**src/rtl/bp_table_ctrl_if.sv**
```systemverilog
// Fetch/execute access bundle for the branch-prediction pattern table.
// The controller uses the slave modport; the fetch/execute side uses master.
interface bp_table_ctrl_if #(
  parameter int IDX_W = 6
);
  logic             pred_valid;
  logic [IDX_W-1:0] pred_idx;
  logic             pred_ready;
  logic             pred_out_valid;
  logic             pred_taken;
  logic             upd_valid;
  logic [IDX_W-1:0] upd_idx;
  logic             upd_actual;
  logic             upd_ready;

  modport master (
    output pred_valid, pred_idx, upd_valid, upd_idx, upd_actual,
    input  pred_ready, pred_out_valid, pred_taken, upd_ready
  );

  modport slave (
    input  pred_valid, pred_idx, upd_valid, upd_idx, upd_actual,
    output pred_ready, pred_out_valid, pred_taken, upd_ready
  );
endinterface

```
**src/rtl/bp_table_ctrl.sv**
```systemverilog
// Branch-prediction pattern table controller: 2^IDX_W two-bit saturating
// counters behind one access port. Predict lookups and buffered training
// updates share the port; a full update queue forces a drain ahead of fetch.
// After reset, a sweep writes every entry to weak not-taken before traffic.
// Optional feature macro: BP_GSHARE_EN (XOR indices with a global history).
module bp_table_ctrl #(
  parameter int IDX_W    = 6,
  parameter int UQ_DEPTH = 2
) (
  input  logic              clk,
  input  logic              rst,       // asynchronous, active low
  bp_table_ctrl_if.slave    bus,
  output logic              init_busy
);

  localparam int ENTRIES = 1 << IDX_W;
  localparam int PTR_W   = $clog2(UQ_DEPTH);
  localparam int CNT_W   = $clog2(UQ_DEPTH + 1);
  localparam logic [CNT_W-1:0] FULL_CNT = CNT_W'(UQ_DEPTH);

  typedef enum logic {S_INIT, S_RUN} state_t;

  state_t           state_reg, state_next;
  logic [IDX_W-1:0] sweep_ptr_reg;
  logic [1:0]       table_mem [ENTRIES];

  // Update queue: storage plus pointers; depth is a power of two so the
  // pointers wrap naturally.
  logic [IDX_W-1:0] uq_idx_mem [UQ_DEPTH];
  logic             uq_act_mem [UQ_DEPTH];
  logic [PTR_W-1:0] wr_ptr_reg, rd_ptr_reg;
  logic [CNT_W-1:0] count_reg;

  logic             pred_out_valid_reg, pred_taken_reg;
  logic             fifo_full, sweep_wr, drain, pred_fire, enq, tbl_we;
  logic [IDX_W-1:0] head_idx, pred_addr, drain_addr, tbl_waddr;
  logic             head_act;
  logic [1:0]       tbl_wdata;

  // Saturating two-bit counter step toward the resolved outcome.
  function automatic logic [1:0] sat_next(input logic [1:0] c, input logic taken);
    if (taken) return (c == 2'b11) ? 2'b11 : c + 2'b01;
    else       return (c == 2'b00) ? 2'b00 : c - 2'b01;
  endfunction

  assign fifo_full = (count_reg == FULL_CNT);
  assign head_idx  = uq_idx_mem[rd_ptr_reg];
  assign head_act  = uq_act_mem[rd_ptr_reg];
  assign pred_fire = bus.pred_valid && bus.pred_ready;
  assign enq       = bus.upd_valid && bus.upd_ready;

`ifdef BP_GSHARE_EN
  logic [IDX_W-1:0] ghr_reg;
  assign pred_addr  = bus.pred_idx ^ ghr_reg;
  assign drain_addr = head_idx ^ ghr_reg;

  // Global history: each drained outcome shifts in at bit 0.
  always_ff @(posedge clk or negedge rst) begin
    if (!rst)       ghr_reg <= '0;
    else if (drain) ghr_reg <= {ghr_reg[IDX_W-2:0], head_act};
  end
`else
  assign pred_addr  = bus.pred_idx;
  assign drain_addr = head_idx;
`endif

  // State register and sweep pointer.
  always_ff @(posedge clk or negedge rst) begin
    if (!rst) begin
      state_reg     <= S_INIT;
      sweep_ptr_reg <= '0;
    end else begin
      state_reg <= state_next;
      if (sweep_wr) sweep_ptr_reg <= sweep_ptr_reg + 1'b1;
    end
  end

  // Next state and per-cycle access arbitration: full queue drains first,
  // then fetch, then any leftover queued update.
  always_comb begin
    state_next     = state_reg;
    init_busy      = 1'b0;
    bus.pred_ready = 1'b0;
    bus.upd_ready  = 1'b0;
    sweep_wr       = 1'b0;
    drain          = 1'b0;
    unique case (state_reg)
      S_INIT: begin
        init_busy = 1'b1;
        sweep_wr  = 1'b1;
        if (&sweep_ptr_reg) state_next = S_RUN;
      end
      S_RUN: begin
        bus.pred_ready = !fifo_full;
        bus.upd_ready  = !fifo_full;
        drain          = fifo_full || (!bus.pred_valid && (count_reg != '0));
      end
      default: state_next = S_INIT;
    endcase
  end

  assign tbl_we    = sweep_wr || drain;
  assign tbl_waddr = sweep_wr ? sweep_ptr_reg : drain_addr;
  assign tbl_wdata = sweep_wr ? 2'b01 : sat_next(table_mem[drain_addr], head_act);

  // Table write port: sweep initialisation or drain read-modify-write.
  always_ff @(posedge clk) begin
    if (tbl_we) table_mem[tbl_waddr] <= tbl_wdata;
  end

  // Queue storage write on enqueue.
  always_ff @(posedge clk) begin
    if (enq) begin
      uq_idx_mem[wr_ptr_reg] <= bus.upd_idx;
      uq_act_mem[wr_ptr_reg] <= bus.upd_actual;
    end
  end

  // Queue pointers and occupancy; simultaneous enqueue and drain cancel.
  always_ff @(posedge clk or negedge rst) begin
    if (!rst) begin
      wr_ptr_reg <= '0;
      rd_ptr_reg <= '0;
      count_reg  <= '0;
    end else begin
      if (enq)   wr_ptr_reg <= wr_ptr_reg + 1'b1;
      if (drain) rd_ptr_reg <= rd_ptr_reg + 1'b1;
      unique case ({enq, drain})
        2'b10:   count_reg <= count_reg + 1'b1;
        2'b01:   count_reg <= count_reg - 1'b1;
        default: count_reg <= count_reg;
      endcase
    end
  end

  // Registered predict result; the taken bit holds until the next result.
  always_ff @(posedge clk or negedge rst) begin
    if (!rst) begin
      pred_out_valid_reg <= 1'b0;
      pred_taken_reg     <= 1'b0;
    end else begin
      pred_out_valid_reg <= pred_fire;
      if (pred_fire) pred_taken_reg <= table_mem[pred_addr][1];
    end
  end

  assign bus.pred_out_valid = pred_out_valid_reg;
  assign bus.pred_taken     = pred_taken_reg;

endmodule

```
**src/flat_wrapper.sv**
```systemverilog
// flat-port wrapper written by rule: the top's interface ports become plain ports
module bp_table_ctrl_flat 
#(
  parameter int IDX_W    = 6,
  parameter int UQ_DEPTH = 2
)
  (clk, rst, init_busy, bus_pred_valid, bus_pred_idx, bus_upd_valid, bus_upd_idx, bus_upd_actual, bus_pred_ready, bus_pred_out_valid, bus_pred_taken, bus_upd_ready);
  bp_table_ctrl_if #(.IDX_W(IDX_W)) bus_i ();
  input  logic clk;
  input  logic rst;
  output logic init_busy;
  input wire logic [$bits(bus_i.pred_valid)-1:0] bus_pred_valid;
  input wire logic [$bits(bus_i.pred_idx)-1:0] bus_pred_idx;
  input wire logic [$bits(bus_i.upd_valid)-1:0] bus_upd_valid;
  input wire logic [$bits(bus_i.upd_idx)-1:0] bus_upd_idx;
  input wire logic [$bits(bus_i.upd_actual)-1:0] bus_upd_actual;
  output wire logic [$bits(bus_i.pred_ready)-1:0] bus_pred_ready;
  output wire logic [$bits(bus_i.pred_out_valid)-1:0] bus_pred_out_valid;
  output wire logic [$bits(bus_i.pred_taken)-1:0] bus_pred_taken;
  output wire logic [$bits(bus_i.upd_ready)-1:0] bus_upd_ready;
  assign bus_i.pred_valid = bus_pred_valid;
  assign bus_i.pred_idx = bus_pred_idx;
  assign bus_i.upd_valid = bus_upd_valid;
  assign bus_i.upd_idx = bus_upd_idx;
  assign bus_i.upd_actual = bus_upd_actual;
  assign bus_pred_ready = bus_i.pred_ready;
  assign bus_pred_out_valid = bus_i.pred_out_valid;
  assign bus_pred_taken = bus_i.pred_taken;
  assign bus_upd_ready = bus_i.upd_ready;
  bp_table_ctrl #(.IDX_W(IDX_W), .UQ_DEPTH(UQ_DEPTH)) u_core (.clk(clk), .rst(rst), .bus(bus_i), .init_busy(init_busy));
endmodule
```
**config.mk**
```make
export PLATFORM = sky130hd
export DESIGN_NAME = bp_table_ctrl_flat
export DESIGN_NICKNAME = d
export VERILOG_FILES = /design/src/rtl/bp_table_ctrl_if.sv /design/src/rtl/bp_table_ctrl.sv /design/src/flat_wrapper.sv
export SDC_FILE = /design/constraint.sdc
export NUM_CORES = 1
export LEC_CHECK = 0
export BUFFER_PORTS_ARGS = -buffer_cell sky130_fd_sc_hd__clkbuf_2
export CAP_MARGIN = 20
export CORE_MARGIN = 2
export CORE_UTILIZATION = 56
export CTS_CLUSTER_SIZE = 14
export DETAILED_ROUTE_END_ITERATION = 7
export PLACE_DENSITY = 0.73
export SYNTH_ARGS = -nofsm -noshare
export SYNTH_HDL_FRONTEND = slang
export SYNTH_SLANG_ARGS = --single-unit
```
**constraint.sdc**
```tcl
create_clock -name clk -period 11.1 [get_ports clk]
set_input_delay 1.665 -clock clk [delete_from_list [all_inputs] [get_ports clk]]
set_output_delay 1.665 -clock clk [all_outputs]
set_load 0.01 [all_outputs]
```
### Yosys cells after proc, flatten, opt, wreduce, memory -nomap -nowiden

Memories as Yosys holds them, arrays and structs flattened. A register that Yosys moved wholly into a read port is not among the register bits.
Index checks and enable logic that the tools add are counted.

| cells by class | value |
|---|---|
| multipliers | 0 |
| divide/modulo/power cells | 0 |
| reductions and logical operators | 12 |
| order comparisons | 0 |
| bitwise gates (word level) | 0 |
| shift operators | 0 |
| equality and inequality tests | 4 |
| muxes and demuxes | 15 |
| add/subtract/negate cells | 7 |

Operators by type and width:

| cell | count |
|---|---|
| two-way mux 1 bit | 9 |
| two-way mux 2 bit | 4 |
| adder 6 x 1 -> 6 bit (second input constant) | 1 |
| equality test 2 bit (second input constant) | 3 |
| two-way mux 6 bit | 1 |
| AND reduction 6 bit | 1 |
| adder 2 x 1 -> 2 bit (second input constant) | 2 |
| one-hot mux 2 bit (2 select lines) | 1 |
| nonzero test 2 bit | 2 |
| subtractor 2 x 1 -> 2 bit (second input constant) | 2 |
| logical AND 1 bit | 3 |
| zero test 1 bit | 3 |
| adder 1 bit (second input constant) | 2 |
| equality test 2 x 1 -> 1 bit (second input constant) | 1 |
| zero test 2 bit | 1 |
| logical OR 1 bit | 2 |

| word-level totals | value |
|---|---|
| output and inout bits | 5 |
| bits in registers | 12 |
| RAM bits | 142 |
| input port bits | 17 |
| ROM bits | 0 |
| memories kept | 3 |
| latch bits | 0 |

Memory list:

| name | depth | bits a word | rd ports | clocked after Yosys merged registers in | write ports | line | source |
|---|---|---|---|---|---|---|---|
| u_core.table_mem | 64 | 2 | 2 | 1 | 1 | bp_table_ctrl.sv:25 | `logic [1:0] table_mem [ENTRIES];` |
| u_core.uq_idx_mem | 2 | 6 | 1 | 0 | 1 | bp_table_ctrl.sv:29 | `logic [IDX_W-1:0] uq_idx_mem [UQ_DEPTH];` |
| u_core.uq_act_mem | 2 | 1 | 1 | 0 | 1 | bp_table_ctrl.sv:30 | `logic uq_act_mem [UQ_DEPTH];` |

### Logic depth before layout (Yosys ltp)

| logic depth | value |
|---|---|
| depth in word-level cells | 7 |
| gate-level depth with buffers | 11 |
| gate-level depth less buffers | 8 |

### Worst setup path before layout

Ideal clock, no wire load.

| timing | value |
|---|---|
| path type | register to register |
| from | reg u_core.rd_ptr_reg |
| to | mem u_core.table_mem[0][1] (data pin) |
| buffers on the path | 4 |
| data arrival time | 3.811 ns |
| clock period less this slack | 4.363 ns |
| setup time | 0.553 ns |
| slack | 6.737 ns |
| stages on the path, launching flop included | 12 |
| cells stage by stage | dfrtp_1 buf_4 mux2_2 buf_4 buf_4 clkbuf_1 nand2_1 a32oi_1 a31oi_1 o22ai_1 o21ai_0 o22ai_1 |

| between the ends | value |
|---|---|
| longest elaborated chain between the ends | 6 |
| elaborated cells between the ends (all ways) | 11 |

RTL lines:

| what | line | source |
|---|---|---|
| start: declaration | bp_table_ctrl.sv:31 | `logic [PTR_W-1:0] wr_ptr_reg, rd_ptr_reg;` |
| start signal: assignment | bp_table_ctrl.sv:127 | `if (drain) rd_ptr_reg <= rd_ptr_reg + 1'b1;` |
| memory (2 x 6 bit) | - |  |
| memory (64 x 2 bit) | - |  |
| subtractor 2 x 1 -> 2 bit (tied with other cells) | bp_table_ctrl.sv:43 | `else return (c == 2'b00) ? 2'b00 : c - 2'b01;` |
| two-way mux 2 bit, on equally long branches | bp_table_ctrl.sv:43, bp_table_ctrl.sv:42 |  |
| two-way mux 2 bit (*) | bp_table_ctrl.sv:42 | `if (taken) return (c == 2'b11) ? 2'b11 : c + 2'b01;` |
| two-way mux 2 bit (*) | bp_table_ctrl.sv:104 | `assign tbl_wdata = sweep_wr ? 2'b01 : sat_next(table_mem[drain_addr], head_act);` |
| named net u_core.tbl_wdata[1] | bp_table_ctrl.sv:38 | `logic [1:0] tbl_wdata;` |
| end: declaration | bp_table_ctrl.sv:25 |  |

Mark *: on every way through the listed nets, which the timed path passes. The rest lies on a longest branch.

### Worst setup path after layout

| timing | value |
|---|---|
| from | reg u_core.rd_ptr_reg |
| to | mem u_core.table_mem[45][1] (data pin) |

The elaborated chain is that of the path after synthesis.

==> metrics.md <==
| Metric | Value |
|---|---|
| Hold Violations, Final | `0` |
| CTS tree | `done` |
| CTS sink count | `155` |
| Mapped Cells | `543` |
| Reg clk slew, reported paths | `0.06 ns` |
| IO buf count | `21` |
| Detailed Route Iter0 Violations | `819` |
| Pins Over Slew Limit | `0` |
| Async SR Flop Fraction | `0.0839` |
| Final WL | `16800 um` |
| Seq. cell area | `4590 um2` |
| GPL Wtd Cong | `0.908` |
| Clock Latency Late Sink | `0.42 ns` |
| Synth top area share | `0.600` |
| Worst path required time | `11.31 ns` |
| Seq/Total Area, Yosys | `0.646` |
| EDFF count, synth | `142` |
| Synth unique cells | `40` |
| Max Cap Viol | `0` |
| Core area | `12500 um2` |
| Clock root cell | `clkbuf_16` |
| Fillers | `988` |
| Fin crit share | `0.403` |
| Final setup violation count | `0` |
| Max Root-Sink Buffers | `2` |
| DR vias | `4716` |
| Leakage | `2.42 nW` |
| Reg2reg path depth | `9` |
| Most frequent cell after synthesis | `edfxtp_1` |
| Die Width | `117 um` |
| Crit path time final | `4.47 ns` |
| Area grow syn2layout | `11.2%` |
| Num CTS Buffers | `17` |
| Area taken by multi-input logic gates | `2370 um2` |
| First-pass GRT wire length | `25400 um` |
| Diodes inserted | `0` |
| Layout cells sized above 1 | `0.164` |
| Initial antenna violation count | `0` |
| Fin nets | `579` |
| Final TNS setup | `0 ns` |
| Synthesis Warnings | `0` |
| GRT overflow | `0` |
| Number of flip-flops in the largest register | `128` |
| Outcome | `completed` |
| Post-route ant nets | `0` |
| Arrival time at the worst endpoint | `4.67 ns` |
| # hold bufs at CTS | `0` |
| P per Cell Area | `148 nW/um2` |
| Number of setup buffers added after CTS | `0` |
| Drt pass-1 iters | `6` |
| Top_reg_cell synth | `edfxtp_1` |
| Die Ht | `117 um` |
| Drc violations | `0` |
| Flops & latches, synth | `155` |
| Largest net degree at the start of global routing | `65` |
| Avg Inst Size Synth | `13.1 um2` |
| Row Count | `41` |
| Vias in the first global route | `4556` |
| Max VDD drop | `0.135 mV` |
| Worst-path maximum fanout | `58` |
| Synthesized net count | `562` |
| CP Class | `flop to flop` |
| Hold Path Class | `flop to flop` |
| PostCTS Resize Cnt | `0` |
| GR Util All Layers | `0.262` |
| Most instantiated cells after synthesis | `edfxtp_1 (142), nand2_1 (95), nor2_1 (78), nand3_1 (42), mux4_2 (29)` |
| Crit start category | `flop` |
| Worst Max-Slew Pin Slew | `0.915 ns` |
| Initial Util | `0.567` |
| Utilization after layout | `0.631` |
| Die ar. | `13600 um2` |
| Most area-hungry cell type in the Yosys netlist | `edfxtp_1` |
| Fmax achieved | `224 MHz` |
| Largest cells by area after synthesis | `edfxtp_1 (60%), mux4_2 (9.2%), nand2_1 (5.0%)` |
| Worst Hold Depth | `1` |
| RSZ-0062 raised after global routing | `no` |
| Non-filler cells in the finished layout | `745` |
| Relative slew slack | `0.384` |
| H-tree depth | `4` |
| Mapped Area | `7100 um2` |
| Placed Instances | `712` |
| Hold slack final | `0.499 ns` |
| Crit end category | `flop` |
| Per-cell routed wire length | `22.6 um` |
| DP HPWL | `11100 um` |
| Top-Level Pins | `22` |
| Clk_skew | `0.0107 ns` |
| Via density | `6.33` |
==> cell type report <==
class | instances | area share
multi-input combinational | 352 | 0.301
tap | 172 | 0.0272
timing repair buffer | 26 | 0.0196
inverter | 8 | 0.00380
sequential | 155 | 0.581
clock inverter | 14 | 0.0133
clock buffer | 18 | 0.0543
==> report_power, final <==
part	total, mW	internal [mW]	switching, mW
clock	0.525	0.304	0.221
sequential	0.629	0.629	0
combinational	0.0125	0.00585	0.00665
==> cells by family (layout without fill, tap and decap cells) <==
logic type | count (synthesis) | after routing | share of synthesized area
DFF | 155 | 155 | 0.646
adders and majority gates | 2 | 2 | 0.00352
buffers and inverters | 36 | 66 | 0.0234
xor gates and xnor gates | 10 | 10 | 0.0123
AOI/OAI and AO/OA | 55 | 55 | 0.0548
muxes | 47 | 47 | 0.118
and+or+nand+nor | 238 | 238 | 0.142
==> metal layers <==
layer,GRT usage,wire length [um]
met5,0,0
met1,0.333,6390
met4,0.141,739
met2,0.411,8150
met3,0.0768,1540
==> stage by stage <==
step           instance area (um2)  setup slack (ns)  power (mW)
6_report                      7900              6.63        1.17
2_1_floorplan                 7100              6.74       0.648
3_3_place_gp                  7340              6.90       0.654
3_5_place_dp                  7340              6.74       0.654
5_1_grt                       7900              6.33        1.19
4_1_cts                       7880              6.71        1.17
==> critical path: stages, from the launching register on <==
cell and delay (ns):
dfrtp_1 0.80, mux2_2 0.28, buf_4 0.58, nand2_1 0.15, a32oi_1 0.25, a31oi_1 0.17
o32ai_1 0.56, o21ai_0 0.27, o22ai_4 0.71, buf_4 0.45
==> cells in the final DEF, fill, tap and decap left out, types with 2 or more instances in the layout <==
cell type / n
ha_1: 2
xnor2_1: 8
a21o_1: 2
clkinv_2: 4
nand2b_1: 8
mux2i_1: 12
edfxtp_1: 142
nand3_1: 42
clkinv_1: 4
o2111ai_1: 6
o21a_1: 3
clkbuf_16: 17
o32ai_1: 4
xor2_1: 2
nor2_1: 78
dfrtp_1: 13
o21ai_0: 8
inv_1: 8
a21oi_1: 5
clkinvlp_4: 3
or2_2: 3
mux2_2: 5
o22ai_1: 5
mux4_2: 29
nand2_1: 95
a31oi_1: 9
a32oi_1: 9
nor3_1: 4
clkbuf_2: 21
buf_4: 4
==> final timing paths <==
| kind | startpoint | end | slack [ns] |
|---|---|---|---|
| max reg2reg | u_core.rd_ptr_reg | u_core.table_mem[45][1] | 6.63 |
| max in group asynchronous | rst | u_core.sweep_ptr_reg[0] | 9.68 |
| min reg2reg | u_core.count_reg[1] | u_core.count_reg[1] | 0.50 |
| min | u_core.count_reg[1] | u_core.count_reg[1] | 0.50 |
| max | u_core.rd_ptr_reg | u_core.table_mem[45][1] | 6.63 |
| min in group asynchronous | rst | u_core.bus.pred_out_valid | 1.15 |
Power figures use the tool's default switching activity.
